File: src/rtl/sonar_ranger.sv
// sonar_ranger: HC-SR04 front end; periodic trigger, echo timing, cm conversion, strobed result.
// Ports: clk, rst (sync, active-high), echo_in (async raw echo), trig_out (sensor trigger),
//   dist_cm[6:0] (last result, held), dist_valid (1-clk result strobe), timeout (last result
//   was a timeout), busy (trigger start until dist_valid).
// Build option SONAR_MEDIAN3_EN: dist_cm becomes the median of the last three results.
module sonar_ranger #(
  parameter int PERIOD_CYCLES  = 6750000,
  parameter int TRIG_CYCLES    = 270,
  parameter int TIMEOUT_CYCLES = 810000,
  parameter int CM_MULT        = 671,
  parameter int CM_SHIFT       = 20,
  parameter int MAX_CM         = 99
) (
  input  logic       clk,
  input  logic       rst,
  input  logic       echo_in,
  output logic       trig_out,
  output logic [6:0] dist_cm,
  output logic       dist_valid,
  output logic       timeout,
  output logic       busy
);
  localparam int PW = $clog2(PERIOD_CYCLES);
  localparam logic [19:0] TRIG_LAST = 20'(TRIG_CYCLES - 1);
  localparam logic [19:0] TMO = 20'(TIMEOUT_CYCLES);
  typedef enum logic [2:0] {IDLE, TRIG, WAIT_RISE, MEASURE, CALC, TOUT, FILT, DONE} state_t;
`ifdef SONAR_MEDIAN3_EN
  localparam state_t POST = FILT;
`else
  localparam state_t POST = DONE;
`endif
  state_t r_state, w_state;
  logic [19:0] r_cnt, w_cnt;
  logic [PW-1:0] r_per;
  logic r_echo_m, r_echo_s, r_echo_d, r_first, r_tout;
  logic [6:0] r_dist, w_res;
  logic [29:0] w_prod, w_cm;
  assign w_prod = {10'd0, r_cnt} * 30'(CM_MULT);
  assign w_cm = w_prod >> CM_SHIFT;
  assign w_res = (r_state == TOUT || w_cm > 30'(MAX_CM)) ? 7'(MAX_CM) : w_cm[6:0];
  // r_first holds off the post-reset ping by one clk so trig_out never rises during rst
  assign trig_out = r_state == TRIG && !r_first;
  assign busy = !r_first && r_state != IDLE && r_state != DONE;
  assign dist_valid = r_state == DONE;
  assign dist_cm = r_dist;
  assign timeout = r_tout;
`ifdef SONAR_MEDIAN3_EN
  logic [6:0] r_res, r_w0, r_w1, w_b, w_c, w_lo, w_hi, w_mc, w_med;
  logic r_to, r_have;
  assign w_b = r_have ? r_w0 : r_res;
  assign w_c = r_have ? r_w1 : r_res;
  assign w_lo = (r_res < w_b) ? r_res : w_b;
  assign w_hi = (r_res < w_b) ? w_b : r_res;
  assign w_mc = (w_hi < w_c) ? w_hi : w_c;
  assign w_med = (w_lo > w_mc) ? w_lo : w_mc;
`endif
  always_comb begin
    w_state = r_state;
    w_cnt = r_cnt;
    case (r_state)
      IDLE: if (r_per == '0) begin
        w_state = TRIG;
        w_cnt = '0;
      end
      TRIG: if (!r_first) begin
        w_state = (r_cnt == TRIG_LAST) ? WAIT_RISE : TRIG;
        w_cnt = (r_cnt == TRIG_LAST) ? '0 : r_cnt + 20'd1;
      end
      // an echo already high on entry has r_echo_d set, so only a fresh rise counts
      WAIT_RISE: if (r_echo_s && !r_echo_d) begin
        w_state = MEASURE;
        w_cnt = 20'd1;
      end else if (r_cnt == TMO) w_state = TOUT;
      else w_cnt = r_cnt + 20'd1;
      MEASURE: if (!r_echo_s) w_state = CALC;
      else if (r_cnt == TMO) w_state = TOUT;
      else w_cnt = r_cnt + 20'd1;
      CALC, TOUT: w_state = POST;
      FILT: w_state = DONE;
      DONE: begin
        w_state = IDLE;
        w_cnt = '0;
      end
      default: w_state = IDLE;
    endcase
  end
  always_ff @(posedge clk) begin
    if (rst) begin
      r_state <= TRIG;
      r_cnt <= '0;
      r_per <= '0;
      r_first <= 1'b1;
      {r_echo_m, r_echo_s, r_echo_d} <= '0;
      r_dist <= '0;
      r_tout <= 1'b0;
`ifdef SONAR_MEDIAN3_EN
      {r_res, r_w0, r_w1, r_to, r_have} <= '0;
`endif
    end else begin
      r_state <= w_state;
      r_cnt <= w_cnt;
      r_per <= (r_per == PW'(PERIOD_CYCLES - 1)) ? '0 : r_per + PW'(1);
      r_first <= 1'b0;
      {r_echo_m, r_echo_s, r_echo_d} <= {echo_in, r_echo_m, r_echo_s};
`ifdef SONAR_MEDIAN3_EN
      if (r_state == CALC || r_state == TOUT) begin
        r_res <= w_res;
        r_to <= r_state == TOUT;
      end
      // the first result after reset fills all three window slots
      if (r_state == FILT) begin
        r_dist <= w_med;
        r_tout <= r_to;
        r_w0 <= r_res;
        r_w1 <= w_b;
        r_have <= 1'b1;
      end
`else
      if (r_state == CALC || r_state == TOUT) begin
        r_dist <= w_res;
        r_tout <= r_state == TOUT;
      end
`endif
    end
  end
endmodule

File: config.mk
export PLATFORM = sky130hd
export DESIGN_NAME = sonar_ranger
export DESIGN_NICKNAME = d
export VERILOG_FILES = /design/src/rtl/sonar_ranger.sv
export SDC_FILE = /design/constraint.sdc
export NUM_CORES = 1
export LEC_CHECK = 0
export CORE_ASPECT_RATIO = 0.5
export CORE_UTILIZATION = 55
export CTS_CLUSTER_DIAMETER = 40
export CTS_CLUSTER_SIZE = 12
export DETAILED_ROUTE_END_ITERATION = 6
export PLACE_DENSITY_LB_ADDON = 0.1
export SYNTH_ARGS = -nofsm -noshare
export SYNTH_HDL_FRONTEND = slang
export SYNTH_SLANG_ARGS = --single-unit
File: constraint.sdc
create_clock -name clk -period 15.6 [get_ports clk]
set_input_delay 3.12 -clock clk [delete_from_list [all_inputs] [get_ports clk]]
set_output_delay 3.12 -clock clk [all_outputs]
set_load 0.02 [all_outputs]
=== Word level (Yosys, flattened, before mapping) ===
Index checks and enable logic that the tools add are counted.

* Word-level logic and storage cells: 59
* Bits in latches: 0
* Bits in read-only memories: 0
* Memories: 0
* Bits in registers: 58
* Memory bits (writable): 0

* Multiplexer cells: 16
* $mul: 1
* Shifts and indexed selects: 0
* Add/sub/neg operators: 2
* Div/mod/pow operators: 0
* Reductions and logical operators: 16
* Eq/ne operators: 14
* Bitwise logic cells: 0
* $lt $le $gt $ge: 1

{| class="wikitable"
|+ Operators with widths
! cell !! number
|-
| 20-bit two-way mux || 6
|-
| 20-bit case mux with 5 select lines || 1
|-
| 20-bit by 10-bit multiplier with 30-bit output, second input constant || 1
|-
| 23-bit by 1-bit adder with 23-bit output, second input constant || 1
|-
| 23-bit == test, second input constant || 1
|-
| 23-bit zero test || 1
|-
| 20-bit by 1-bit adder with 20-bit output, second input constant || 1
|-
| 20-bit == test, second input constant || 1
|-
| 20-bit by 9-bit == test with 1-bit output, second input constant || 1
|-
| 3-bit case mux with 6 select lines || 1
|-
| 3-bit two-way mux || 5
|-
| 3-bit == test, second input constant || 4
|-
| 10-bit by 7-bit > comparator with 1-bit output, second input constant || 1
|-
| 7-bit two-way mux || 1
|-
| 3-bit by 2-bit == test with 1-bit output, second input constant || 2
|-
| 2-bit != test, second input constant || 3
|-
| 5-bit nonzero test || 1
|-
| 1-bit logical AND || 4
|-
| 4-bit AND reduction || 1
|-
| 3-bit by 1-bit == test with 1-bit output, second input constant || 1
|-
| 3-bit zero test || 1
|-
| 3-bit != test, second input constant || 1
|-
| 3-bit nonzero test || 1
|-
| 3-bit OR reduction || 1
|-
| other kinds (6) || 8
|}

=== Logic depth before layout (Yosys ltp) ===
Gate-level depths: netlist (run 1).

* Word-level depth: 4
* Depth in mapped cells: 18
* Gate-level depth less buffers: 18

=== Worst setup path after synthesis (run 1) ===
Ideal clock, no wire load.

* Path type: flip-flop to flip-flop
* From: reg r_cnt[9]
* To: reg r_dist[2], in the netlist dist_cm[2]
* Cell stages (with the launch flop): 17
* Data arrival time: 5.066 ns
* Path buffers: 0
* Path slack: 10.447 ns
* Required time: 15.513 ns
* Setup time: 0.087 ns
* Cells stage by stage: dfxtp_1 -> ha_1 -> fa_1 -> fa_1 -> fa_1 -> inv_1 -> fa_1 -> inv_1 -> ha_1 -> a211oi_2 -> nor2_1 -> o31ai_4 -> nand2_2 -> or4b_4 -> a2111oi_4 -> o21ai_2 -> o31ai_1

* Longest elaborated chain between the ends: 4

{| class="wikitable"
|+ Ends and longest elaborated chain
! item !! RTL line !! text
|-
| from (decl) || 33 || <nowiki>logic [19:0] r_cnt, w_cnt;</nowiki>
|-
| from (signal assigned) || 101 || <nowiki>r_cnt <= w_cnt;</nowiki>
|-
| 20-bit by 10-bit multiplier with 30-bit output (*) || 38 || <nowiki>assign w_prod = {10'd0, r_cnt} * 30'(CM_MULT);</nowiki>
|-
| 10-bit by 7-bit > comparator with 1-bit output || 40 || <nowiki>assign w_res = (r_state == TOUT || w_cm > 30'(MAX_CM)) ? 7'(MAX_CM) : w_cm[6:0];</nowiki>
|-
| 1-bit logical OR || 40 ||
|-
| 7-bit two-way mux (*) || 40 ||
|-
| to (signal assigned) || 120 || <nowiki>r_dist <= w_res;</nowiki>
|-
| to (decl) || 36 || <nowiki>logic [6:0] r_dist, w_res;</nowiki>
|}

Every way passes the cells marked *; elsewhere a longest branch is shown, timed or not.
A chain may end at the register's enable or synchronous reset.

=== Worst setup path in the final report (run 1) ===
* From: reg r_cnt[8]
* To: reg r_dist[3], in the netlist dist_cm[3]

Same word-level chain as after synthesis.

==> summary.txt, run 1 <==
Clock network
  • Post-CTS Resized: 0
  • CTS Hold Bufs: 0
  • Clock Path Buffers: 2
  • CTS H-tree depth: 3
  • CTS tree: done
  • Clk sinks: 58
  • Cts bufs inserted: 9
  • Worst skew pair latency: 0.34 ns
  • Clk root buf: clkbuf_16
  • Post-CTS setup buffer count: 0
  • Worst-path clk slew: 0.06 ns

GRT
  • Largest net degree at the start of global routing: 34
  • Initial antenna violation count: 0
  • Vias in the first global route: around 5700
  • Gr ovfl total: 0
  • First-pass GRT wire length: 29500 microns
  • Total global-route track usage: 26.6%

Layout
  • FF+latch area: about 1200 sq um
  • Layout cells sized above 1: between 4 and 5%
  • Multi-input gate area: 5810 sq um
  • Cell Count, Final, Fillers Out: ~1000
  • Highest-count cells in the layout ignoring fill and taps: 134 x ha_1, 120 x inv_1, 83 x fa_1
  • Inserted Diodes: 0
  • Final nets: 1056
  • Fillcell total: 1113
  • Final cell area excluding filler cells: 8120 sq um
  • Most common cell after layout, fill and taps aside: ha_1
  • Layout area overhead: 7.95%

Floorplan
  • I/O pin count: 14
  • Rows: 29
  • Core region area: 13000 sq um
  • Die height: 84.7 microns
  • Initial core utilization: 57.9%
  • Total die area: roughly 14000 sq um
  • Die W: 167 microns

Setup path
  • CP arrival: 6.04 ns
  • Crit. Startpoint: r_cnt[8]$_SDFFE_PP0P_
  • Reg2reg path depth: 15
  • Ordered list of cells on the worst path: fa_1, ha_1, fa_1, fa_1, inv_1, fa_1, inv_1, ha_1, a21oi_1, o21ai_0, o21ai_0, or4b_4, a2111oi_4, o21ai_2, o31ai_1
  • CP bufs+invs: 2
  • CP dominant cell by count: fa_1
  • Critical Path Stages: 15
  • Slowest CP cell: dfxtp_1
  • CP max FO: 12
  • Critical Path End Type: flip-flop
  • Slowest stage delay, CP: ~0.70 ns
  • Type of origin of the critical path: flip-flop
  • CP delay by family, top: adder cells
  • Crit Path Category: flip-flop to flip-flop
  • Launch point of the worst reg-to-reg path: r_cnt[8]$_SDFFE_PP0P_
  • CP required: between 15 and 20 ns

Worst hold path
  • Hold Path Class: flip-flop to flip-flop
  • Hold Crit Start: dist_cm[4]$_SDFFE_PP0P_
  • Hold path cells: 2

Timing
  • RSZ-0062 raised after global routing: no
  • Total negative slack: 0 ns
  • Slew margin rel.: roughly 44%
  • Final setup fails: 0
  • Fmax: approximately 170 MHz
  • Post-Route Skew: 0.0103 ns
  • Tcrit/Tclk final: 37.1%
  • Worst slew pin tran: 0.836 ns
  • Hold Fails Final Rpt: 0
  • Final Max Tran Viols: 0
  • Period minus WS final: 5.79 ns

Route
  • DR pass1 iterations: 5
  • Post-DRT Antenna Nets: 0
  • DRC: 0
  • Initial DRC count: around 430
  • Via count: 5898
  • Via density: just under 6
  • Wirelength per Cell: about 17 microns
  • Drt total wl: about 17000 microns

Power and ir drop
  • Clk network pwr share: between 50% and 60%
  • Part of the power in registers: 32.9%
  • Sw Pwr: approximately 0.13 mW
  • Comb pwr share: between 10% and 20%
  • Leakage: 4.14 nW
  • Pwr dens: 58.2 nW/um^2
  • Internal power: about 0.34 mW
  • Sw Ratio: 28.5%
  • Worst VDD drop: 0.0438 mV

Synthesis
  • EDFF count, synth: 0
  • Seq cells post-synth: 58
  • Ys Warns: 0
  • Netlist cell types: 70
  • Mapped Cells: 832
  • Post-synth ARST share: 0%
  • Synth Cell Area: 7520 sq um
  • Syn_nets: 1052
  • Most used DFF post-synth: dfxtp_1
  • Syn avg cell area: roughly 9 sq um
  • Part of the Yosys area used for sequential elements: between 15 and 20%

Run
  • MaxCap Viol Count: 0

Run status
  • Status: finished clean

Place
  • Dpl hpwl: around 14000 microns
  • Gp weighted congestion: 0.875
  • Placed Cells: 995
  • Dpl cell area: 7770 sq um
  • Port-buffer cells: 13
## per-layer routing
layer	wire, microns	GRT usage (%)
met1	8480	38.1
met2	7630	41.6
met3	999	5.19
met4	193	5.50
met5	0	0
## path summary, 6_finish.rpt
check	end	slack, ns
worst max-delay path	dist_cm[3]$_SDFFE_PP0P_	9.81
worst min-delay path	dist_cm[4]$_SDFFE_PP0P_	0.47
worst max register to register	dist_cm[3]$_SDFFE_PP0P_	9.81
worst min register to register	dist_cm[4]$_SDFFE_PP0P_	0.47
## final cells by class
class | count | share of cell area [%]
well taps | 170 | 2.62
repair buffers | 14 | 1.69
clock inverters | 7 | 1.54
inverters | 120 | 5.55
flip-flops and latches | 58 | 14.3
multi-input cells | 633 | 71.5
clock buffers | 9 | 2.77
## worst reg2reg max path, cell delays in order, from the launching register on
cell and delay [ns]:
dfxtp_1 0.70, fa_1 0.53, ha_1 0.32, fa_1 0.47, fa_1 0.55, inv_1 0.06
fa_1 0.51, inv_1 0.04, ha_1 0.37, a21oi_1 0.22, o21ai_0 0.19, o21ai_0 0.37
or4b_4 0.54, a2111oi_4 0.45, o21ai_2 0.13, o31ai_1 0.25
## synthesized netlist by cell type (2+ instances only)
master      n  share of area, %
nand2b_1    6              0.50
nor2_1     61               3.0
ha_1      134                22
o21a_1      3              0.30
o31ai_1     4              0.40
o211a_1     2              0.27
nor4_1      6              0.50
or3_1       6              0.50
a21boi_0    3              0.30
a311oi_1    2              0.23
and4_2      3              0.40
nand2_1    46               2.3
o21ai_0    25               1.7
fa_1       83                22
nor3_1     17               1.1
buf_2       2              0.13
and2_1      3              0.25
o21bai_1    2              0.20
nand3_1    29               1.9
a21o_1      9              0.90
a211oi_1    9              0.90
o211ai_1    6              0.60
a32oi_1     3              0.35
and3_1     18               1.5
xor2_1     17               2.0
nor2b_1     6              0.50
inv_1     120               6.0
a21oi_1    50               3.3
o22ai_1     5              0.42
xnor2_1     9               1.0
clkbuf_1   16              0.80
dfxtp_1    58                15
a31oi_1     9              0.75
nand4_1    20               1.7
mux2i_1     3              0.40
a211oi_2    3              0.50
## flip-flops by register name (all words and copies together) (netlist names)
register and cells:
dist_cm 7, r_cnt 20, r_echo_d 1, r_echo_m 1
r_echo_s 1, r_first 1, r_per 23, r_state 3
timeout 1
## logic make-up (layout without fill, tap and decap cells)
logic type / Yosys count / count (layout) / share of synthesized area [%]
compound gates: 153 / 153 / 13.8
xor+xnor: 26 / 26 / 3.03
fa+ha+maj: 217 / 217 / 44.4
buf+inv: 141 / 150 / 7.35
flops: 58 / 58 / 15.4
mux: 3 / 3 / 0.399
simple gates: 234 / 234 / 15.7
## power by group through the flow
stage	Combinational [mW]	Clock, mW	Sequential [mW]
finish	0.0778	0.240	0.155
global route	0.0928	0.250	0.156
CTS	0.0788	0.244	0.155
detailed placement	0.0774	0	0.159
global placement	0.0765	0	0.159
floorplan	0.0591	0	0.157
## through the flow
step | utilization, % | setup WS, ns | power (mW) | hold WS (ns)
4_1_cts | 62.5 | 9.82 | 0.478 | 0.467
6_report | 62.5 | 9.81 | 0.473 | 0.465
5_1_grt | 62.5 | 9.43 | 0.499 | 0.488
3_5_place_dp | 59.8 | 9.85 | 0.236 | 0.449
2_1_floorplan | - | 10.45 | 0.216 | 0.414
3_3_place_gp | 59.8 | 9.93 | 0.235 | 0.445
(Power assumes the default switching activity.)
==> run 2, diff against run 1 <==
Clock period 15.6 ns to 5.13 ns, I/O delays scaled along.
==> summary.txt, run 2 (synthesis results as in run 1) <==
Setup path
  • CP arrival: 5.39 ns (was 6.04 ns)
  • R2r endpoint: dist_cm[4]$_SDFFE_PP0P_ (was dist_cm[3]$_SDFFE_PP0P_)
  • CP max FO: 8 (was 12)
  • Setup slack, reg-to-reg: -0.007 ns (was 9.81 ns)
  • CP delay by family, top: adder cells (unchanged)
  • CP bufs+invs: 5 (was 2)
  • CP dominant cell by count: fa_1 (unchanged)
  • Worst setup path end: dist_cm[4]$_SDFFE_PP0P_ (was dist_cm[3]$_SDFFE_PP0P_)
  • Slowest CP cell: fa_1 (was dfxtp_1)
  • Critical Path End Type: flip-flop (unchanged)
  • Critical Path Stages: 18 (was 15)
  • Ordered list of cells on the worst path: buf_4, fa_1, ha_4, fa_1, fa_1, inv_1, fa_1, inv_1, ha_4, buf_4, o211ai_1, buf_4, o31ai_4, o2111ai_2, and4_4, a2111oi_4, o21ai_2, o31ai_1 (was fa_1, ha_1, fa_1, fa_1, inv_1, fa_1, inv_1, ha_1, a21oi_1, o21ai_0, o21ai_0, or4b_4, a2111oi_4, o21ai_2, o31ai_1)
  • CP required: 5.38 ns (was 15.85 ns)
  • Slowest stage delay, CP: 0.57 ns (was 0.70 ns)
  • Reg2reg path depth: 18 (was 15)
  • Type of origin of the critical path: flip-flop (unchanged)
  • Launch point of the worst reg-to-reg path: r_cnt[7]$_SDFFE_PP0P_ (was r_cnt[8]$_SDFFE_PP0P_)
  • Crit Path Category: flip-flop to flip-flop (unchanged)
  • Crit. Startpoint: r_cnt[7]$_SDFFE_PP0P_ (was r_cnt[8]$_SDFFE_PP0P_)

Floorplan
  • Core region area: 13000 sq um (unchanged)
  • Die height: 84.7 microns (unchanged)
  • Rows: 29 (unchanged)
  • Die W: 167 microns (unchanged)
  • I/O pin count: 14 (unchanged)
  • Total die area: 14200 sq um (unchanged)
  • Initial core utilization: 57.9% (unchanged)

Timing
  • RSZ-0062 raised after global routing: yes (was no)
  • Tcrit/Tclk final: 100% (was 37.1%)
  • PnR worst setup slack: -0.00688 ns (was 9.81 ns)
  • Total negative slack: -0.00688 ns (was 0 ns)
  • Slew margin rel.: 46.4% (was 44.0%)
  • Final setup fails: 1 (was 0)
  • Final Max Tran Viols: 0 (unchanged)
  • Period minus WS final: 5.14 ns (was 5.79 ns)
  • Hold Fails Final Rpt: 0 (unchanged)
  • Fmax: 195 MHz (was 173 MHz)
  • Worst slew pin tran: 0.801 ns (was 0.836 ns)
  • Post-Route Skew: 0.00980 ns (was 0.0103 ns)

Route
  • Via count: 6280 (was 5898)
  • DR pass1 iterations: 5 (unchanged)
  • DRC: 0 (unchanged)
  • Wirelength per Cell: 17.3 microns (was 17.1 microns)
  • Initial DRC count: 410 (was 425)
  • Drt total wl: 18800 microns (was 17300 microns)
  • Post-DRT Antenna Nets: 0 (unchanged)
  • Via density: 5.78 (was 5.83)

Place
  • Gp weighted congestion: 0.881 (was 0.875)
  • Dpl hpwl: 14500 microns (was 13500 microns)
  • Port-buffer cells: 13 (unchanged)

Run
  • MaxCap Viol Count: 0 (unchanged)

GRT
  • Largest net degree at the start of global routing: 23 (was 34)
  • Gr ovfl total: 0 (unchanged)
  • First-pass GRT wire length: 31400 microns (was 29500 microns)
  • Vias in the first global route: 6411 (was 5681)
  • Total global-route track usage: 28.1% (was 26.6%)
  • Initial antenna violation count: 0 (unchanged)

Clock network
  • Clk sinks: 58 (unchanged)
  • CTS tree: done (unchanged)
  • CTS H-tree depth: 3 (unchanged)
  • Worst-path clk slew: 0.05 ns (was 0.06 ns)
  • Worst skew pair latency: 0.34 ns (about the same)
  • Cts bufs inserted: 9 (unchanged)
  • Clock Path Buffers: 2 (unchanged)
  • Clk root buf: clkbuf_16 (unchanged)

Layout
  • Fillcell total: 1013 (was 1113)
  • Fin util: 70.3% (was 62.5%)
  • Highest-count cells in the layout ignoring fill and taps: 117 x ha_1, 116 x inv_1, 82 x fa_1 (was 134 x ha_1, 120 x inv_1, 83 x fa_1)
  • Final nets: 1132 (was 1056)
  • Layout cells sized above 1: 18.2% (was 4.16%)
  • Top reg by flops: r_per (unchanged)
  • Most common cell after layout, fill and taps aside: ha_1 (unchanged)
  • Inserted Diodes: 0 (unchanged)
  • Layout area overhead: 21.3% (was 7.95%)
  • Max reg flops: 23 (unchanged)

Worst hold path
  • Hold path cells: 2 (unchanged)
  • Hold Path Class: flip-flop to flip-flop (unchanged)

Run status
  • Status: finished with violations (was finished clean)
  • Failing checks: setup timing

Power and ir drop
  • Tot Pwr: 1.49 mW (was 0.473 mW)
  • Pwr dens: 164 nW/um^2 (was 58.2 nW/um^2)
  • Worst VDD drop: 0.138 mV (was 0.0438 mV)
  • Leakage: 4.50 nW (was 4.14 nW)
[run 2: cell count changes in the layout (fill, tap and decap cells not counted), sizes merged]
cell,previous run,this run
buf,1,77
clkbuf,9,12
clkinv,3,1
inv,121,120
[run 2: routing by layer]
metal	track usage, %	vias to the layer above	part of all wire, %
li1	-	3004	-
met1	39.0	3101	48
met2	45.4	158	46
met3	6.60	17	5.7
met4	5.00	0	0.74
met5	0	-	0
[run 2: what timing repair did]
item                                   in CTS  in global routing
endpoints found under the hold margin       0                  0
resized for setup                          44                 34
pin swaps                                  25                 42
setup endpoints to repair                   7                  7
hold buffers                                0                  0
setup buffers                               6                  4
[run 2: worst min-delay path by stage]
stage                       startpoint                      end  slack (ns)
2_1_floorplan      r_echo_m$_SDFF_PP0_      r_echo_s$_SDFF_PP0_        0.41
3_3_place_gp      timeout$_SDFFE_PP0P_     timeout$_SDFFE_PP0P_        0.45
3_5_place_dp      timeout$_SDFFE_PP0P_     timeout$_SDFFE_PP0P_        0.45
4_1_cts           timeout$_SDFFE_PP0P_     timeout$_SDFFE_PP0P_        0.46
5_1_grt        dist_cm[4]$_SDFFE_PP0P_  dist_cm[4]$_SDFFE_PP0P_        0.48
6_report          timeout$_SDFFE_PP0P_     timeout$_SDFFE_PP0P_        0.46
[run 2: per-stage QoR]
stage	instances	worst slack [ns]	instance area, sq um	hold WS [ns]
after floorplan	832	0.0211	7520	0.414
after global placement	1062	-0.144	8300	0.447
after detailed placement	1062	-0.253	8300	0.451
after CTS	1084	0.00137	8910	0.463
after global routing	1087	-0.228	9130	0.482
final	1087	-0.00688	9130	0.459
[run 2: final cells by class]
type / count / area, sq um / area share [%]
multi-input cells: 633 / 6180 / 67.7
flip-flops and latches: 58 / 1190 / 13.1
repair buffers: 90 / 744 / 8.16
inverters: 120 / 450 / 4.94
clock buffers: 12 / 246 / 2.70
well taps: 170 / 213 / 2.33
clock inverters: 4 / 98.8 / 1.08
[run 2: report_power, final]
part	switching, mW	internal [mW]	total (mW)
Clock	0.232	0.489	0.721
Combinational	0.180	0.129	0.309
Sequential	0.00864	0.455	0.464
Total	0.420	1.07	1.49
[run 2: tightest hold or removal path, delay by kind of cell, from the launching register on]
kind | cells | cell delay, ns
flip-flops | 1 | 0.31
AND/OR/NAND/NOR | 1 | 0.05
AO/OA/AOI/OAI | 1 | 0.05
